File: src/rtl/tcu_wmma_uop_sequencer.sv
// Tensor-core WMMA micro-op sequencer.
// Takes one accepted WMMA instruction and walks the (m, n, k) step space,
// with k innermost and m outermost. For each step it emits one micro-op that
// carries the step indices, the A/B/C register numbers, the sub-block selects
// and the first-K / last flags.
//
// state | meaning
// IDLE  | waiting for an instruction, in_ready=1
// ISSUE | presenting micro-ops, out_valid=1
module tcu_wmma_uop_sequencer #(
  parameter int M_STEPS      = 2,
  parameter int N_STEPS      = 4,
  parameter int K_STEPS      = 4,
  parameter int A_SUB_BLOCKS = 1,
  parameter int B_SUB_BLOCKS = 2,
  parameter int RA           = 0,
  parameter int RB           = 10,
  parameter int RC           = 24,
  parameter int NT           = 8,
  parameter int WID_W        = 2,
  localparam int MW  = (M_STEPS > 1) ? $clog2(M_STEPS) : 1,
  localparam int NW  = (N_STEPS > 1) ? $clog2(N_STEPS) : 1,
  localparam int KW  = (K_STEPS > 1) ? $clog2(K_STEPS) : 1,
  localparam int SAW = (A_SUB_BLOCKS > 1) ? $clog2(A_SUB_BLOCKS) : 1,
  localparam int SBW = (B_SUB_BLOCKS > 1) ? $clog2(B_SUB_BLOCKS) : 1
) (
  input  logic             clk,
  input  logic             reset_n,
  input  logic             in_valid,
  output logic             in_ready,
  input  logic [WID_W-1:0] in_wid,
  input  logic [NT-1:0]    in_tmask,
  input  logic [3:0]       in_fmt_s,
  input  logic [3:0]       in_fmt_d,
  output logic             out_valid,
  input  logic             out_ready,
  output logic [WID_W-1:0] out_wid,
  output logic [NT-1:0]    out_tmask,
  output logic [3:0]       out_fmt_s,
  output logic [3:0]       out_fmt_d,
  output logic [MW-1:0]    out_step_m,
  output logic [NW-1:0]    out_step_n,
  output logic [KW-1:0]    out_step_k,
  output logic [4:0]       out_rs_a,
  output logic [4:0]       out_rs_b,
  output logic [4:0]       out_rd_c,
  output logic [SAW-1:0]   out_sub_a,
  output logic [SBW-1:0]   out_sub_b,
  output logic             out_first_k,
  output logic             out_last,
  output logic             busy
);

  // Sub-block counts are powers of two, so divide/modulo become shift/mask.
  localparam int A_SH = $clog2(A_SUB_BLOCKS);
  localparam int B_SH = $clog2(B_SUB_BLOCKS);

  typedef enum logic {
    IDLE  = 1'b0,
    ISSUE = 1'b1
  } state_t;

  state_t          state_q, state_d;
  logic [MW-1:0]   m_q, m_d;
  logic [NW-1:0]   n_q, n_d;
  logic [KW-1:0]   k_q, k_d;
  logic            latch_en;
  logic            hs;
  logic            m_end, n_end, k_end;
  logic [31:0]     a_idx, b_idx;

  assign m_end = (m_q == MW'(M_STEPS - 1));
  assign n_end = (n_q == NW'(N_STEPS - 1));
  assign k_end = (k_q == KW'(K_STEPS - 1));
  assign hs    = out_valid && out_ready;

  // Next-state and step-counter advance; counters only move on a handshake
  // so every field is held steady while downstream stalls.
  always_comb begin
    state_d  = state_q;
    m_d      = m_q;
    n_d      = n_q;
    k_d      = k_q;
    latch_en = 1'b0;
    case (state_q)
      IDLE: begin
        if (in_valid) begin
          latch_en = 1'b1;
          m_d      = '0;
          n_d      = '0;
          k_d      = '0;
          state_d  = ISSUE;
        end
      end
      ISSUE: begin
        if (hs) begin
          if (out_last) state_d = IDLE;
          if (k_end) begin
            k_d = '0;
            if (n_end) begin
              n_d = '0;
              m_d = m_end ? '0 : m_q + 1'b1;
            end else begin
              n_d = n_q + 1'b1;
            end
          end else begin
            k_d = k_q + 1'b1;
          end
        end
      end
      default: state_d = IDLE;
    endcase
  end

  // State and step counters.
  always_ff @(posedge clk or negedge reset_n) begin
    if (!reset_n) begin
      state_q <= IDLE;
      m_q     <= '0;
      n_q     <= '0;
      k_q     <= '0;
    end else begin
      state_q <= state_d;
      m_q     <= m_d;
      n_q     <= n_d;
      k_q     <= k_d;
    end
  end

  // Instruction fields captured at accept and replayed on every micro-op.
  always_ff @(posedge clk or negedge reset_n) begin
    if (!reset_n) begin
      out_wid   <= '0;
      out_tmask <= '0;
      out_fmt_s <= '0;
      out_fmt_d <= '0;
    end else if (latch_en) begin
      out_wid   <= in_wid;
      out_tmask <= in_tmask;
      out_fmt_s <= in_fmt_s;
      out_fmt_d <= in_fmt_d;
    end
  end

  assign in_ready  = (state_q == IDLE);
  assign busy      = (state_q == ISSUE);
  assign out_valid = (state_q == ISSUE);

  assign out_step_m = m_q;
  assign out_step_n = n_q;
  assign out_step_k = k_q;

  assign a_idx = 32'(m_q) * 32'(K_STEPS) + 32'(k_q);
  assign b_idx = 32'(n_q) * 32'(K_STEPS) + 32'(k_q);

  // Register numbers wrap within the 5-bit register file index.
  assign out_rs_a  = 5'(32'(RA) + (a_idx >> A_SH));
  assign out_rs_b  = 5'(32'(RB) + (b_idx >> B_SH));
  assign out_rd_c  = 5'(32'(RC) + 32'(m_q) * 32'(N_STEPS) + 32'(n_q));
  assign out_sub_a = SAW'(a_idx & 32'(A_SUB_BLOCKS - 1));
  assign out_sub_b = SBW'(b_idx & 32'(B_SUB_BLOCKS - 1));

  assign out_first_k = (k_q == '0);
  assign out_last    = m_end && n_end && k_end;

endmodule

File: config.mk
export PLATFORM = sky130hd
export DESIGN_NAME = tcu_wmma_uop_sequencer
export DESIGN_NICKNAME = d
export VERILOG_FILES = /design/src/rtl/tcu_wmma_uop_sequencer.sv
export SDC_FILE = /design/constraint.sdc
export NUM_CORES = 1
export LEC_CHECK = 0
export CAP_MARGIN = 40
export CORE_MARGIN = 4
export CORE_UTILIZATION = 39
export CTS_CLUSTER_SIZE = 40
export DETAILED_ROUTE_END_ITERATION = 10
export HOLD_SLACK_MARGIN = 0.1
export PLACE_DENSITY = 0.82
export SYNTH_ARGS = -nofsm -noshare
export SYNTH_HDL_FRONTEND = slang
export SYNTH_SLANG_ARGS = --single-unit
File: constraint.sdc
create_clock -name clk -period 2.86 [get_ports clk]
set_clock_uncertainty 0.15 [all_clocks]
set_input_delay 0.572 -clock clk [delete_from_list [all_inputs] [get_ports clk]]
set_output_delay 0.572 -clock clk [all_outputs]
set_load 0.05 [all_outputs]
# == Yosys cells after proc, flatten, opt, wreduce, memory -nomap -nowiden ==
# Cells that the tools add are included.
# classes
addsub,8
eq_ne,6
muxes,19
bitwise,1
n_reduce_logical,7
# ops
operator,n
$mux W2,6
$mux W1,9
$pmux W2 S2,2
$ne A2 B1 Y1 const B,3
$add A4 B2 Y5,1
$add A4 B4 Y5 const A,1
$add A5 B2 Y5,1
$add A5 B3 Y5 const A,1
$add A2 B1 Y2 const B,2
$add A3 B2 Y4,1
$eq A2 B2 Y1 const B,2
$pmux W1 S2,2
$reduce_and A4 Y1,1
$logic_and A1 B1 Y1,3
$reduce_and A3 Y1,1
$logic_not A2 Y1,1
$ne A2 B2 Y1 const B,1
$reduce_and A2 Y1,1
$add A1 B1 Y1 const B,1
$not A1 Y1,1
# word_totals
register_bits,24
input_bits,22
output_inout_bits,45
word_cells,49

# == Longest topological paths before layout ==
# Gate-level depths: netlist of the first run.
# logic_depth
word_depth,6
mapped_depth,4
ltp_nobuf,4

# == Least setup slack after synthesis of the first run ==
# Ideal clock, no wire load.
# synth_path
path_kind,register to output
startpoint,register n_q[1] (netlist: out_step_n[1])
endpoint,output out_last
arrival_ps,1845
t_required_ps,2138
slack_ps,293
path_stages_with_launch,3
n_path_buf,0
path_cell_list,dfrtp_1 > ha_1 > and3_1
# synth_via
elab_chain_cells,3
# synth_lines
item,line_no,text
from (decl),65,"logic [NW-1:0] n_q, n_d;"
from (signal assigned),125,n_q <= n_d;
$eq A2 B2 Y1,73,assign n_end = (n_q == NW'(N_STEPS - 1));
$logic_and A1 B1 Y1 (2 in a row),164,assign out_last = m_end && n_end && k_end;
to (decl),50,"output logic out_last,"
# No other way between the ends.

# == Worst setup path after layout of the first run ==
# Same ends and word-level chain as after synthesis.

==> results.yml, run 1 <==
clock_network:
  clkLatencyLatePin_ps: 300
  clk_path_buf_depth: 2
  clkTransAtPathRegs_ps: 120
  cts_buffers: 3
  cts_htree_levels: 1
  cts_tree: "yes"
  cts.sinks: 24
  cts-resized-gates: 0
  cts_root_buf: "clkbuf_4"
  ctsHoldBuffers: 0
  postCtsSetupBuffers: 0
timing:
  setup_viol: 0
  grt_setup_unrepaired: "false"
  setup_ws_ps: 101
  finalMaxSlewViolations: 0
  fin_tns_setup_ps: 0
  period_needed_ps: 2760
  timing.final.crit_share_pct: 96.5
  worst-slew-pin-transition_ps: 521
  hold_viol: 0
  clock.fmax_mhz: 362
  slew_headroom_pct: 65.2
finish:
  final-seq-area_um2: 601
  drive_gt1_share_pct: 16.9
  n_fill_cell: 243
  finalNonFillerCells: 173
  diodes: 0
  finalInstanceArea_um2: 1730
  area_growth_pct: 48.1
  num-nets-final: 169
  multi_input_area_um2: 423
die:
  fp.coreArea_um2: 2810
  initial_core_util_pct: 41.6
  dieArea_um2: 3930
  fp.dieW_um: 62.7
  io_pins: 67
  dieHeight_um: 62.7
  rows: 19
worst_setup_path:
  critPathLaunchType: "flop"
  crit_fanout: 5
  crit_chain: "ha_1 -> and3_1 -> clkdlybuf4s50_1"
  slowest_stage: "clkdlybuf4s50_1"
  end_kind: "primary output"
  arrival_ps: 2040
  critPathRequiredTime_ps: 2140
  max_stage_delay_ps: 820
  critPathKind: "flop to primary output"
route:
  ant_nets: 0
  via_per_inst: 4.93
  met2_length_um: 1470
  wl_met1_um: 979
  top_layer_used: "met4"
  routed-wl-met3_um: 238
  wl_per_cell_um: 15.6
  firstDrtPassIters: 3
  drc: 0
  dr.first_iter.drc_count: 9
  wl_um: 2700
  num_vias: 853
synth:
  yosys.area.top_type: "dfrtp_1"
  synth_xor_area_share_pct: 1.50
  synth-simple-area-share_pct: 4.18
  netlist_area_um2: 1170
  yosys-top-cells-area: "dfrtp_1 (51%), mux2_4 (13%), buf_4 (9.0%)"
  synthCells: 89
  netlist.area_leader.share_pct: 51.4
  synth_compound_area_share_pct: 3.43
  ys_seq_elements: 24
  synth.most_common_cell: "dfrtp_1"
  synth_top_family_by_area: "multiplexers"
  yosysUniqueCellTypes: 22
  yosysWarnings: 0
  synth_commonest_cells: "dfrtp_1 (24), buf_4 (14), mux2_4 (10)"
  synth_flop_cell: "dfrtp_1"
  synth_fa_ha_area_share_pct: 3.22
  muxShareOfSynthArea_pct: 22.3
  synth_area_per_cell_um2: 13.1
  synth-async-reset-ratio_pct: 100
  yosysSeqAreaShare_pct: 51.4
  synth_edf_count: 0
hold_path:
  hp-class: "flop to flop"
run:
  max-cap-violations: 0
global_route:
  grt_pass1_wl_um: 4490
  antenna_found_initial: 0
  grt_pass1_vias: 945
  grt_max_degree: 25
  gr-usage-all-layers_pct: 14.3
  overflow: 0
run_status:
  status: "complete, no violations"
placed_design:
  postPlaceCellArea_um2: 1710
  hpwl_um: 2130
  dpl.cell_count: 170
  post-place-ws_ps: 453
  io_buffers: 61
  gp_congestion: 0.743
final timing paths:
kind | start | end | slack [ps] | cells after the start
hold / removal | out_fmt_s[3] | out_fmt_s[3] | 370 | 1
setup / recovery | out_step_n[1] | out_last | 100 | 3
setup reg to reg | busy | out_wid[1] | 1290 | 3
hold reg to reg | out_fmt_s[3] | out_fmt_s[3] | 370 | 1
max in group asynchronous | reset_n | out_fmt_s[3] | 1860 | 2
min in group asynchronous | reset_n | out_tmask[7] | 460 | 2
stage by stage:
| step | utilization (%) | hold WS, ps |
|---|---|---|
| 2_1_floorplan | - | 126 |
| 3_3_place_gp | 60.8 | 339 |
| 3_5_place_dp | 60.8 | 342 |
| 4_1_cts | 61.6 | 375 |
| 5_1_grt | 61.6 | 394 |
| 6_report | 61.6 | 372 |
flip-flops by register name (all words and copies together), names as in the netlist:
register / count
out_step_n: 2
busy: 1
out_fmt_s: 4
out_tmask: 8
out_step_m: 1
out_fmt_d: 4
out_wid: 2
out_step_k: 2
logic make-up (layout without fill, tap and decap cells):
group	after synthesis	count (layout)
flip-flops	24	24
buffers and inverters	21	71
multiplexers	20	20
AND/OR/NAND/NOR	10	10
AO/OA/AOI/OAI	7	7
adder cells (fa/ha/maj)	3	3
other	2	5
XOR/XNOR	2	2
cell type report:
type / instances / area share (%)
flip-flops and latches: 24 / 34.7
multi-input cells: 47 / 24.5
clock buffers: 3 / 1.30
repair buffers: 63 / 36.2
inverters: 5 / 1.09
well taps: 31 / 2.24
routing by layer:
metal  vias to the layer above  global-route usage [%]
met5                         -                       0
li1                        387                       -
met4                         0                    4.13
met1                       427                    14.8
met2                        37                    26.1
met3                         2                    5.94
layout by cell type, fill, tap and decap left out:
cell type	count
clkdlybuf4s50_1	61
dfrtp_1	24
mux2_4	10
mux2_2	8
inv_1	5
nand2_1	5
conb_1	5
o21ai_0	3
ha_1	3
clkbuf_4	3
xor2_1	2
mux2i_1	2
buf_4	2
and3_1	1
nor2_1	1
a31oi_1	1
a21oi_1	1
or3_1	1
o22ai_1	1
o31ai_1	1
nor2b_2	1
nand3_1	1
worst max-delay path: cells and delay by family (launching register included):
kind / cells / cell delay (ps)
fa+ha+maj: 1 / 260
buf+inv: 1 / 820
flops: 1 / 430
simple gates: 1 / 220
Power of run 1 is left out: the tool's default activity adds up to more than one toggle a clock period on the data nets, which glitch-free logic cannot reach.
==> run 2, diff against run 1 <==
Settings changed: SETUP_SLACK_MARGIN from default to 0.1.
==> run 2 against run 1 <==
  * Final cell count unchanged
  * First-iteration DRC count unchanged
  * Fmax up 6.1%
  * Die area stayed put
  * Core utilization hardly changed
  * Highest routed layer unchanged
==> results.yml, run 2 (synthesis results as in run 1) <==
route:
  via_per_inst: 4.93
  num_vias: 853
  firstDrtPassIters: 3
  ant_nets: 0
  drc: 0
  dr.first_iter.drc_count: 9
  wl_per_cell_um: 15.6
  wl_um: 2700
die:
  initial_core_util_pct: 41.6
  fp.coreArea_um2: 2810
  dieArea_um2: 3930
  rows: 19
  fp.dieW_um: 62.7
  dieHeight_um: 62.7
  io_pins: 67
timing:
  slew_headroom_pct: 65.2
  setup_viol: 0
  clock.fmax_mhz: 384
  period_needed_ps: 2600
  worst-slew-pin-transition_ps: 521
  fin_tns_setup_ps: 0
  timing.final.crit_share_pct: 91.0
  hold_viol: 0
  finalMaxSlewViolations: 0
  grt_setup_unrepaired: "false"
finish:
  area_growth_pct: 48.0
  final_common_cell: "clkdlybuf4s50_1"
  top_regs: "out_tmask (8), out_fmt_d (4), out_fmt_s (4)"
  diodes: 0
  regMostFlops: "out_tmask"
  largest_reg_flops: 8
  n_fill_cell: 244
  num-nets-final: 169
  final_cell_mix: "clkdlybuf4s50_1 (60), dfrtp_1 (24), mux2_4 (10), mux2_2 (8)"
  drive_gt1_share_pct: 16.9
worst_setup_path:
  r2r_setup_slack_ps: 1290
  crit_fanout: 5
  rr_worst_depth: 3
  arrival_ps: 1880
  critPathLaunchType: "flop"
  reg2reg_from: "busy"
  critPathRequiredTime_ps: 2140
  timing.rr.end: "out_wid[1]"
  end_kind: "primary output"
  critPathKind: "flop to primary output"
global_route:
  grt_pass1_vias: 945
  grt_pass1_wl_um: 4490
  gr-usage-all-layers_pct: 14.3
  overflow: 0
  grt_max_degree: 25
  antenna_found_initial: 0
hold_path:
  holdCritStartpoint: "out_fmt_s[3]"
  hp-class: "flop to flop"
  min_path_cells: 1
  min_to: "out_fmt_s[3]"
clock_network:
  clk_path_buf_depth: 2
  clkTransAtPathRegs_ps: 120
  ctsHoldBuffers: 0
  cts_buffers: 3
  cts_root_buf: "clkbuf_4"
  cts_htree_levels: 1
  cts.sinks: 24
  clkLatencyLatePin_ps: 300
  cts_tree: "yes"
placed_design:
  io_buffers: 61
  hpwl_um: 2130
  gp_congestion: 0.743
run:
  max-cap-violations: 0
run_status:
  status: "complete, no violations"
run 2: changes by cell type in the layout (fill, tap and decap cells not counted), sizes merged:
cell and change:
clkdlybuf4s50 -1, dlygate4sd2 +1
run 2: metal layers:
metal	track usage [%]	share of wire, %
met4	4.13	0.33
met5	0	0
met3	5.94	8.8
met2	26.1	55
met1	14.8	36
run 2: worst max-delay path by stage:
stage	start	to	slack [ps]	depth (start not counted)
floorplan	out_step_n[1]	out_last	290	2
global placement	out_step_k[0]	out_last	540	3
detailed placement	out_step_n[0]	out_last	450	3
CTS	out_step_n[0]	out_rs_b[3]	250	3
global route	out_step_n[0]	out_rs_b[3]	160	3
finish	out_step_n[0]	out_rs_b[3]	260	3
run 2: final cells by class:
type	count	area, um^2	area share [%]
Clock buffer	3	22.5	1.30
Multi-Input combinational cell	47	423	24.5
Sequential cell	24	601	34.8
Inverter	5	18.8	1.09
Timing Repair Buffer	63	624	36.1
Tap cell	31	38.8	2.24
run 2: stage by stage:
| step | cells | utilization (%) | setup WS (ps) | cell area, um^2 | hold WS, ps |
|---|---|---|---|---|---|
| after global placement | 170 | 60.8 | 542 | 1710 | 339 |
| after floorplan | 92 | - | 293 | 1180 | 126 |
| after global routing | 173 | 61.6 | 155 | 1730 | 394 |
| after detailed placement | 170 | 60.8 | 453 | 1710 | 342 |
| after CTS | 173 | 61.6 | 250 | 1730 | 375 |
| final | 173 | 61.6 | 259 | 1730 | 372 |
run 2: timing repair:
action                                 in CTS  in global routing
setup endpoints to repair                   1                  0
endpoints found under the hold margin       0                  0
buffers inserted                            0                  0
resized for setup                           1                  0
run 2: critical path: stages (launching register included):
cell and delay, ps:
dfrtp_1 440, ha_1 270, inv_1 70, clkdlybuf4s50_1 790
Power of run 2 is left out for the same reason.
